**src/rtl/ctrl_pkg.sv**
```systemverilog
// Shared control-word layout for the control pipeline.
// Bit indices, bubble value and stage field widths.
package ctrl_pkg;

  localparam int CW = 8;

  localparam int RDST     = 7;
  localparam int ALUOP_HI = 6;
  localparam int ALUOP_LO = 5;
  localparam int ALUSRC   = 4;
  localparam int MRD      = 3;
  localparam int MWR      = 2;
  localparam int RWR      = 1;
  localparam int M2R      = 0;

  localparam logic [CW-1:0] CTRL_NOP = 8'b0;

  localparam int MEM_W = 4;
  localparam int WB_W  = 2;

  localparam logic [MEM_W-1:0] MEM_NOP = '0;
  localparam logic [WB_W-1:0]  WB_NOP  = '0;

  // Clears bits the control unit leaves undefined
  function automatic logic [CW-1:0] sanitize(
    input logic          v,
    input logic [CW-1:0] c
  );
    logic [CW-1:0] s;
    s      = c;
    s[RDST] = c[RDST] & c[RWR];
    s[M2R]  = c[M2R] & c[RWR];
    if (!v) s = CTRL_NOP;
    return s;
  endfunction

endpackage

```
**src/rtl/control_pipeline_hazard.sv**
```systemverilog
// Load-use detection and EX-stage redirect resolution.
// Purely combinational; flush wins over stall.
module hazard_unit
  import ctrl_pkg::*;
#(
  parameter int REG_W = 5
) (
  input  logic             ex_mrd,
  input  logic             ex_br,
  input  logic             ex_jp,
  input  logic             ex_zero,
  input  logic [REG_W-1:0] ex_rt,
  input  logic             id_valid,
  input  logic             id_rdst,
  input  logic             id_mwr,
  input  logic             id_br,
  input  logic [REG_W-1:0] id_rs,
  input  logic [REG_W-1:0] id_rt,
  output logic             stall,
  output logic             flush
);

  logic uses_rt;
  logic rs_hit;
  logic rt_hit;
  logic hazard;

  assign uses_rt = id_rdst | id_mwr | id_br;
  assign rs_hit  = (ex_rt == id_rs);
  assign rt_hit  = uses_rt & (ex_rt == id_rt);

  // $0 is never a real producer
  assign hazard = ex_mrd
                & (ex_rt != '0)
                & id_valid
                & (rs_hit | rt_hit);

  assign flush = ex_br & (ex_jp | ex_zero);
  assign stall = hazard & ~flush;

endmodule

```
**src/rtl/control_pipeline.sv**
```systemverilog
// ID/EX, EX/MEM and MEM/WB control registers
// with load-use stall and EX redirect bubbles.
module control_pipeline
  import ctrl_pkg::*;
#(
  parameter int REG_W  = 5,
  parameter int CTRL_W = 8
) (
  input  logic              clk,
  input  logic              rst,
  input  logic              IdValid,
  input  logic [CTRL_W-1:0] IdCtrl,
  input  logic              IdBranch,
  input  logic              IdJump,
  input  logic [REG_W-1:0]  IdRs,
  input  logic [REG_W-1:0]  IdRt,
  input  logic [REG_W-1:0]  IdRd,
  input  logic              ExZero,
  output logic              Stall,
  output logic              Flush,
  output logic [CTRL_W-1:0] ExCtrl,
  output logic              ExBranch,
  output logic              ExJump,
  output logic [REG_W-1:0]  ExRs,
  output logic [REG_W-1:0]  ExRt,
  output logic [REG_W-1:0]  ExRd,
  output logic [MEM_W-1:0]  MemCtrl,
  output logic [REG_W-1:0]  MemWriteReg,
  output logic [WB_W-1:0]   WbCtrl,
  output logic [REG_W-1:0]  WbWriteReg
);

  logic [CTRL_W-1:0] id_ctrl;
  logic              id_br;
  logic              id_jp;
  logic [REG_W-1:0]  id_rs;
  logic [REG_W-1:0]  id_rt;
  logic [REG_W-1:0]  id_rd;
  logic              id_bubble;
  logic [REG_W-1:0]  mem_wr_d;

  hazard_unit #(
    .REG_W (REG_W)
  ) u_hazard (
    .ex_mrd   (ExCtrl[MRD]),
    .ex_br    (ExBranch),
    .ex_jp    (ExJump),
    .ex_zero  (ExZero),
    .ex_rt    (ExRt),
    .id_valid (IdValid),
    .id_rdst  (IdCtrl[RDST]),
    .id_mwr   (IdCtrl[MWR]),
    .id_br    (IdBranch),
    .id_rs    (IdRs),
    .id_rt    (IdRt),
    .stall    (Stall),
    .flush    (Flush)
  );

  assign id_ctrl = sanitize(IdValid, IdCtrl);
  assign id_br   = IdValid & IdBranch;
  assign id_jp   = IdValid & IdJump;
  assign id_rs   = IdValid ? IdRs : '0;
  assign id_rt   = IdValid ? IdRt : '0;
  assign id_rd   = IdValid ? IdRd : '0;

  // Stall or Flush both mean ID must not enter EX
  assign id_bubble = Stall | Flush;

  always_ff @(posedge clk) begin
    if (rst || id_bubble) begin
      ExCtrl   <= CTRL_NOP;
      ExBranch <= 1'b0;
      ExJump   <= 1'b0;
      ExRs     <= '0;
      ExRt     <= '0;
      ExRd     <= '0;
    end else begin
      ExCtrl   <= id_ctrl;
      ExBranch <= id_br;
      ExJump   <= id_jp;
      ExRs     <= id_rs;
      ExRt     <= id_rt;
      ExRd     <= id_rd;
    end
  end

  always_comb begin
    mem_wr_d = '0;
    unique case (1'b1)
      ExCtrl[RWR] &  ExCtrl[RDST]: mem_wr_d = ExRd;
      ExCtrl[RWR] & ~ExCtrl[RDST]: mem_wr_d = ExRt;
      default:                     mem_wr_d = '0;
    endcase
  end

  always_ff @(posedge clk) begin
    if (rst) begin
      MemCtrl     <= MEM_NOP;
      MemWriteReg <= '0;
    end else begin
      MemCtrl     <= ExCtrl[MEM_W-1:0];
      MemWriteReg <= mem_wr_d;
    end
  end

  always_ff @(posedge clk) begin
    if (rst) begin
      WbCtrl     <= WB_NOP;
      WbWriteReg <= '0;
    end else begin
      WbCtrl     <= MemCtrl[WB_W-1:0];
      WbWriteReg <= MemWriteReg;
    end
  end

endmodule

```
**config.mk**
```make
export PLATFORM = sky130hd
export DESIGN_NAME = control_pipeline
export DESIGN_NICKNAME = d
export VERILOG_FILES = /design/src/rtl/ctrl_pkg.sv /design/src/rtl/control_pipeline_hazard.sv /design/src/rtl/control_pipeline.sv
export SDC_FILE = /design/constraint.sdc
export NUM_CORES = 1
export LEC_CHECK = 0
export ABC_AREA = 1
export CAP_MARGIN = 20
export CORE_ASPECT_RATIO = 1.4
export CORE_UTILIZATION = 25
export CTS_CLUSTER_DIAMETER = 200
export DETAILED_ROUTE_END_ITERATION = 10
export GPL_ROUTABILITY_DRIVEN = 0
export GPL_TIMING_DRIVEN = 0
export HOLD_SLACK_MARGIN = 0.1
export PLACE_DENSITY = 0.54
export RECOVER_POWER = 100
export SLEW_MARGIN = 20
export SYNTH_ARGS = -nofsm -noshare
export SYNTH_HDL_FRONTEND = slang
export SYNTH_SLANG_ARGS = --single-unit
export TNS_END_PERCENT = 20
```
**constraint.sdc**
```tcl
create_clock -name clk -period 2.55 [get_ports clk]
set_input_delay 0.255 -clock clk [delete_from_list [all_inputs] [get_ports clk]]
set_output_delay 0.255 -clock clk [all_outputs]
set_load 0.1 [all_outputs]
```
==> out/qor.csv <==
stage;metric;value;unit
timing;fin crit period;2380;ps
global_routing;GR Util All Layers;0.119;
run_status;outcome;complete, no violations;
finish;nets;293;
clock_tree;Clock transition at path regs;70;ps
timing;Worst Max-Slew Pin Slew;1000;ps
setup_path;critical path data arrival time;2130;ps
job;Max Cap Viol;0;
timing;max_slew headroom;0.330;
place;placed cells;327;
timing;# setup viols final;0;
drt;WL final;3.36;mm
drt;drt wl/cell;10.1;um
synth;top post-synthesis cells by area;dfxtp_1 55%, nand2_1 10%, inv_1 9.3%, nor2_2 8.4%, nor2_1 5.8%;
synth;Synth async-reset ratio;0;
global_routing;Overflow after GRT;0;
timing;fmax;420;MHz
setup_path;crit path max fanout;3;
synth;Synth top cells by count;41 x dfxtp_1, 41 x nand2_1, 37 x inv_1, 23 x nor2_1, 20 x nor2_2;
setup_path;CP Launch Type;input pin;
clock_tree;htree depth;2;
finish;final core occ;0.403;
floorplanning;I/O pins;72;
finish;antenna cells;0;
timing;period utilization;0.935;
finish;layout cells sized above 1;0.129;
finish;area delta synth->final;56.9;%
synth;mapped cell area;0.00150;sq mm
clock_tree;Num CTS Buffers;5;
drt;Initial DRC Count;39;
global_routing;number of global-route vias before repair;1212;
clock_tree;CTS tree;built;
global_routing;initial antenna violation count;0;
floorplanning;FP Rows;33;
drt;Initial DRT Pass Iterations;6;
setup_path;Worst Setup End Kind;output pin;
timing;Final Hold Fails;0;
clock_tree;clock buffer depth;2;
synth;Yosys cell types;18;
setup_path;CP Class;in2out;
synth;Syn Inst Count;187;
pwr;LEAKAGE;1.14;nW
pwr;pwr dens;614;mW/mm^2
synth;flops & latches, synth;41;
synth;post-synth top area share;0.548;
global_routing;first-pass GRT wire length;5.46;mm
clock_tree;clk_lat worst skew;280;ps
drt;DR vias;1270;
synth;average size of a mapped cell;8.00;sq um
drt;Residual DRC;0;
synth;warnings from Yosys;0;
timing;Fin Clk Skew;4.25;ps
floorplanning;Core Box Area;0.00582;sq mm
timing;RSZ-0062 raised after global routing;no;
synth;syn_nets;216;
pwr;VDD IR max;0.000264;V
clock_tree;Post-CTS Resized;1;
pwr;Power, Total;1.44;mW
drt;Vias per Instance;3.80;
timing;hold slack;345;ps
global_routing;largest net degree at the start of global routing;13;
timing;fin. max-slew vios;0;
synth;Main synth FF type;dfxtp_1;
synth;EDFF count, synth;0;
finish;Final Non-Filler Cells;334;
synth;dominant cell type by area after synthesis;dfxtp_1;
clock_tree;CTS root buf;clkbuf_8;
setup_path;CP required;2300;ps
clock_tree;clock sink count;41;
place;I/O Buffers;70;
floorplanning;die area;0.00630;sq mm
clock_tree;Setup Fix Bufs, Post-CTS;0;
floorplanning;Die Wd;67.4;um
clock_tree;hold_buf cts;0;
floorplanning;Initial Util;0.257;
drt;Post-DRT Antenna Nets;0;
synth;sequential area share after synthesis;0.548;
min_path;min-delay worst type;in2reg;
place;Final HPWL DP;2.71;mm
floorplanning;die height;93.5;um
flip-flops by register name, indices dropped and copies added, names as in the netlist:
name         flops
ExCtrl           8
ExRd             5
MemWriteReg      5
WbCtrl           2
MemCtrl          4
ExBranch         1
ExRs             5
ExRt             5
ExJump           1
WbWriteReg       5
critical path: stages:
cell and delay (ps):
clkdlybuf4s50_1 460, o21a_1 240, clkdlybuf4s50_1 1170
worst paths after layout:
| kind | start | end | slack, ps | depth (start not counted) |
|---|---|---|---|---|
| worst max-delay path | ExZero | Flush | 170 | 3 |
| worst min-delay path | rst | MemCtrl[0] | 350 | 2 |
| worst max register to register | ExRt[0] | ExRs[4] | 550 | 10 |
| worst min register to register | ExCtrl[2] | MemCtrl[2] | 420 | 2 |
layout by cell type (no fill, tap or decap):
cell type / instances
buf_4: 1
nand3_1: 4
clkbuf_2: 1
inv_1: 38
nor2_1: 22
nand2_1: 43
clkbuf_8: 5
dfxtp_1: 41
bufinv_16: 1
inv_2: 3
nor3b_2: 1
dlygate4sd3_1: 41
a21oi_1: 5
o21a_1: 1
nor2_2: 20
clkinv_2: 1
xnor2_1: 1
clkbuf_1: 4
nor2_4: 1
nor3_1: 2
clkdlybuf4s50_1: 28
per-stage QoR:
stage               setup TNS, ps  worst slack (ps)  area, sq um
floorplan                       0               104         1500
finish                          0               166         2350
global placement             -232              -232         2290
CTS                             0              47.9         2390
global route                    0              95.5         2350
detailed placement           -219              -219         2290
power breakdown:
part | switching [mW] | internal [mW]
logic | 0.198 | 0.0816
clock network | 0.208 | 0.284
registers | 0.0112 | 0.658
total | 0.417 | 1.02
per-layer routing:
metal | global-route usage | share of wire
met1 | 0.131 | 0.40
met2 | 0.204 | 0.53
met3 | 0.0390 | 0.062
met4 | 0.0479 | 0.012
met5 | 0 | 0
final cells by class:
cell class,count,area (sq um)
clock inverter,2,35.0
multi-input combinational,100,464
fill,604,3470
timing repair buffer,70,696
buffer,5,22.5
clock buffer,5,68.8
inverter,41,154
tap,70,87.6
sequential,41,821
kinds of logic (layout without fill, tap and decap cells):
kind of cell / after synthesis / count (layout) / share of synthesized area
AO/OA/AOI/OAI: 6 / 6 / 0.0217
XOR/XNOR: 1 / 1 / 0.00585
buffers and inverters: 46 / 123 / 0.140
flip-flops: 41 / 41 / 0.548
AND/OR/NAND/NOR: 93 / 93 / 0.284
No activity file was read; power rests on OpenSTA's default activity.
==> RTL change: new RTL, same settings <==
Set the package constant `MEM_W` to 6 (it was 4).
--- a/src/rtl/ctrl_pkg.sv
+++ b/src/rtl/ctrl_pkg.sv
@@ -15,7 +15,7 @@
 
   localparam logic [CW-1:0] CTRL_NOP = 8'b0;
 
-  localparam int MEM_W = 4;
+  localparam int MEM_W = 6;
   localparam int WB_W  = 2;
 
   localparam logic [MEM_W-1:0] MEM_NOP = '0;
Interface: changed (resized MemCtrl); port bits go from 72 to 74. The function was not compared with the original's and may differ.
==> RTL change against the unedited design <==
- register-to-register slack lost 0.03 ns
- combinational power up 3%
- synthesized area grew 3.7%
- sequential cell count is 2 higher
- design area increased by 2.4%
- fmax is 1.6% lower
- setup slack worse by 0.038 ns
- critical path depth stayed put
- utilization up 0.39 points
- routed wire length rose by 5.6%
- total power down 1.6%
- synthesized cell count is 3.2% higher
- via count up 3.5%
==> RTL change: results (changes against the unedited design) <==
Parameter                              Value

Drt
  Total met2 wirelength after detailed routing    1780 um (about the same)
  Drt first-iter violations    36 (was 39)
  Met3 WL post-DR    224 um (was 208 um)
  Met1 wire length    1470 um (was 1330 um)
  Mean number of vias per cell    3.83 (was 3.80)
  DR pass1 iterations    2 (was 6)
  Wire length per cell after detailed routing    10.3 um (was 10.1 um)

Global routing
  Global-route usage over all layers    0.124 (was 0.119)
  Global-route track usage on met2    0.203 (was 0.204)
  Global routing met1 resource utilization    0.137 (was 0.131)
  Global-route wire length before repair    5700 um (was 5460 um)
  GR Layer Usage met3    0.0455 (was 0.0390)
  Maximum number of pins on one net before global-route repair    14 (was 13)
  Via count of the first global-routing pass    1223 (was 1212)

Synthesis
  Mean instance size in the synthesized netlist    8.04 um2 (was 8.00 um2)
  Dominant cells by area after synthesis    dfxtp_1 (55%), nand2_1 (9.9%), inv_1 (9.4%) (was dfxtp_1 (55%), nand2_1 (10%), inv_1 (9.3%))
  Post-synth design cell area    1550 um2 (was 1500 um2)
  Syn nets    222 (was 216)
  Synth top cells by count    dfxtp_1 (43), nand2_1 (41), inv_1 (39), nor2_1 (25), nor2_2 (20) (was dfxtp_1 (41), nand2_1 (41), inv_1 (37), nor2_1 (23), nor2_2 (20))
  Synth Area in Compound Gates    0.0210 (was 0.0217)

Setup path
  Worst endpoint data arrival time    2.17 ns (was 2.13 ns)
  Startpoint of the worst-slack reg-to-reg timing path    ExRt[4] (was ExRt[0])

Timing
  Worst Tran Pin Value    0.996 ns (was 1.00 ns)
  Fin crit share    0.950 (was 0.935)

Final layout
  Fraction of layout cells with a size suffix above 1    0.128 (was 0.129)
  Net count, final    301 (was 293)
  Number of fill cells    618 (was 604)

Pwr
  Worst VDD drop    0.179 mV (was 0.264 mV)
  P_leak    1.17 nW (was 1.14 nW)

Placement
  Area of placed instances    2370 um2 (was 2290 um2)
  Final HPWL DP    2790 um (was 2710 um)
  Placement Setup Slack    -0.265 ns (was -0.219 ns)

Outcome
  Status    finished, final reports clean (unchanged)
## RTL change: cell count changes after synthesis
cell and delta:
inv_1 +2, dfxtp_1 +2, nor2_1 +2
## RTL change: cells by family (layout without fill, tap and decap cells)
group	Yosys count	count (layout)
flops	43	43
compound gates	6	6
simple gates	95	95
buf+inv	48	128
xor+xnor	1	1
## RTL change: final cells by class
class	count	share of cell area
plain buffers	5	0.00937
flip-flops and latches	43	0.358
inverters	43	0.0671
clock inverters	2	0.00520
repair buffers	72	0.298
multi-input cells	102	0.196
clock buffers	6	0.0302
well taps	70	0.0364
## RTL change: repair_timing
action                     CTS  global route
setup endpoints to repair    1             1
gates resized for setup      2             1
setup buffers                0             0
pin swaps                    0             0
## RTL change: stage by stage
| step | hold WS [ns] | total power, W | cells | TNS, ns | util |
|---|---|---|---|---|---|
| 2_1_floorplan | 0.367 | 0.000926 | 193 | 0 | - |
| 3_3_place_gp | 0.409 | 0.00102 | 335 | -0.249 | 0.401 |
| 3_5_place_dp | 0.413 | 0.00103 | 335 | -0.265 | 0.401 |
| 4_1_cts | 0.370 | 0.00146 | 343 | 0 | 0.415 |
| 5_1_grt | 0.379 | 0.00149 | 343 | 0 | 0.407 |
| 6_report | 0.370 | 0.00142 | 343 | 0 | 0.407 |
## RTL change: worst min path at each step
stage / endpoint / slack, ns / cells after the start
after floorplan: ExRd[0] / 0.37 / 2
after global placement: WbWriteReg[2] / 0.41 / 2
after detailed placement: WbWriteReg[3] / 0.41 / 2
after CTS: MemCtrl[1] / 0.37 / 2
after global routing: MemCtrl[2] / 0.38 / 2
final: MemCtrl[2] / 0.37 / 2
## RTL change: where the power goes
part           switching, W  internal [W]
sequential        0.0000122      0.000690
combinational      0.000205     0.0000828
clock              0.000237      0.000192
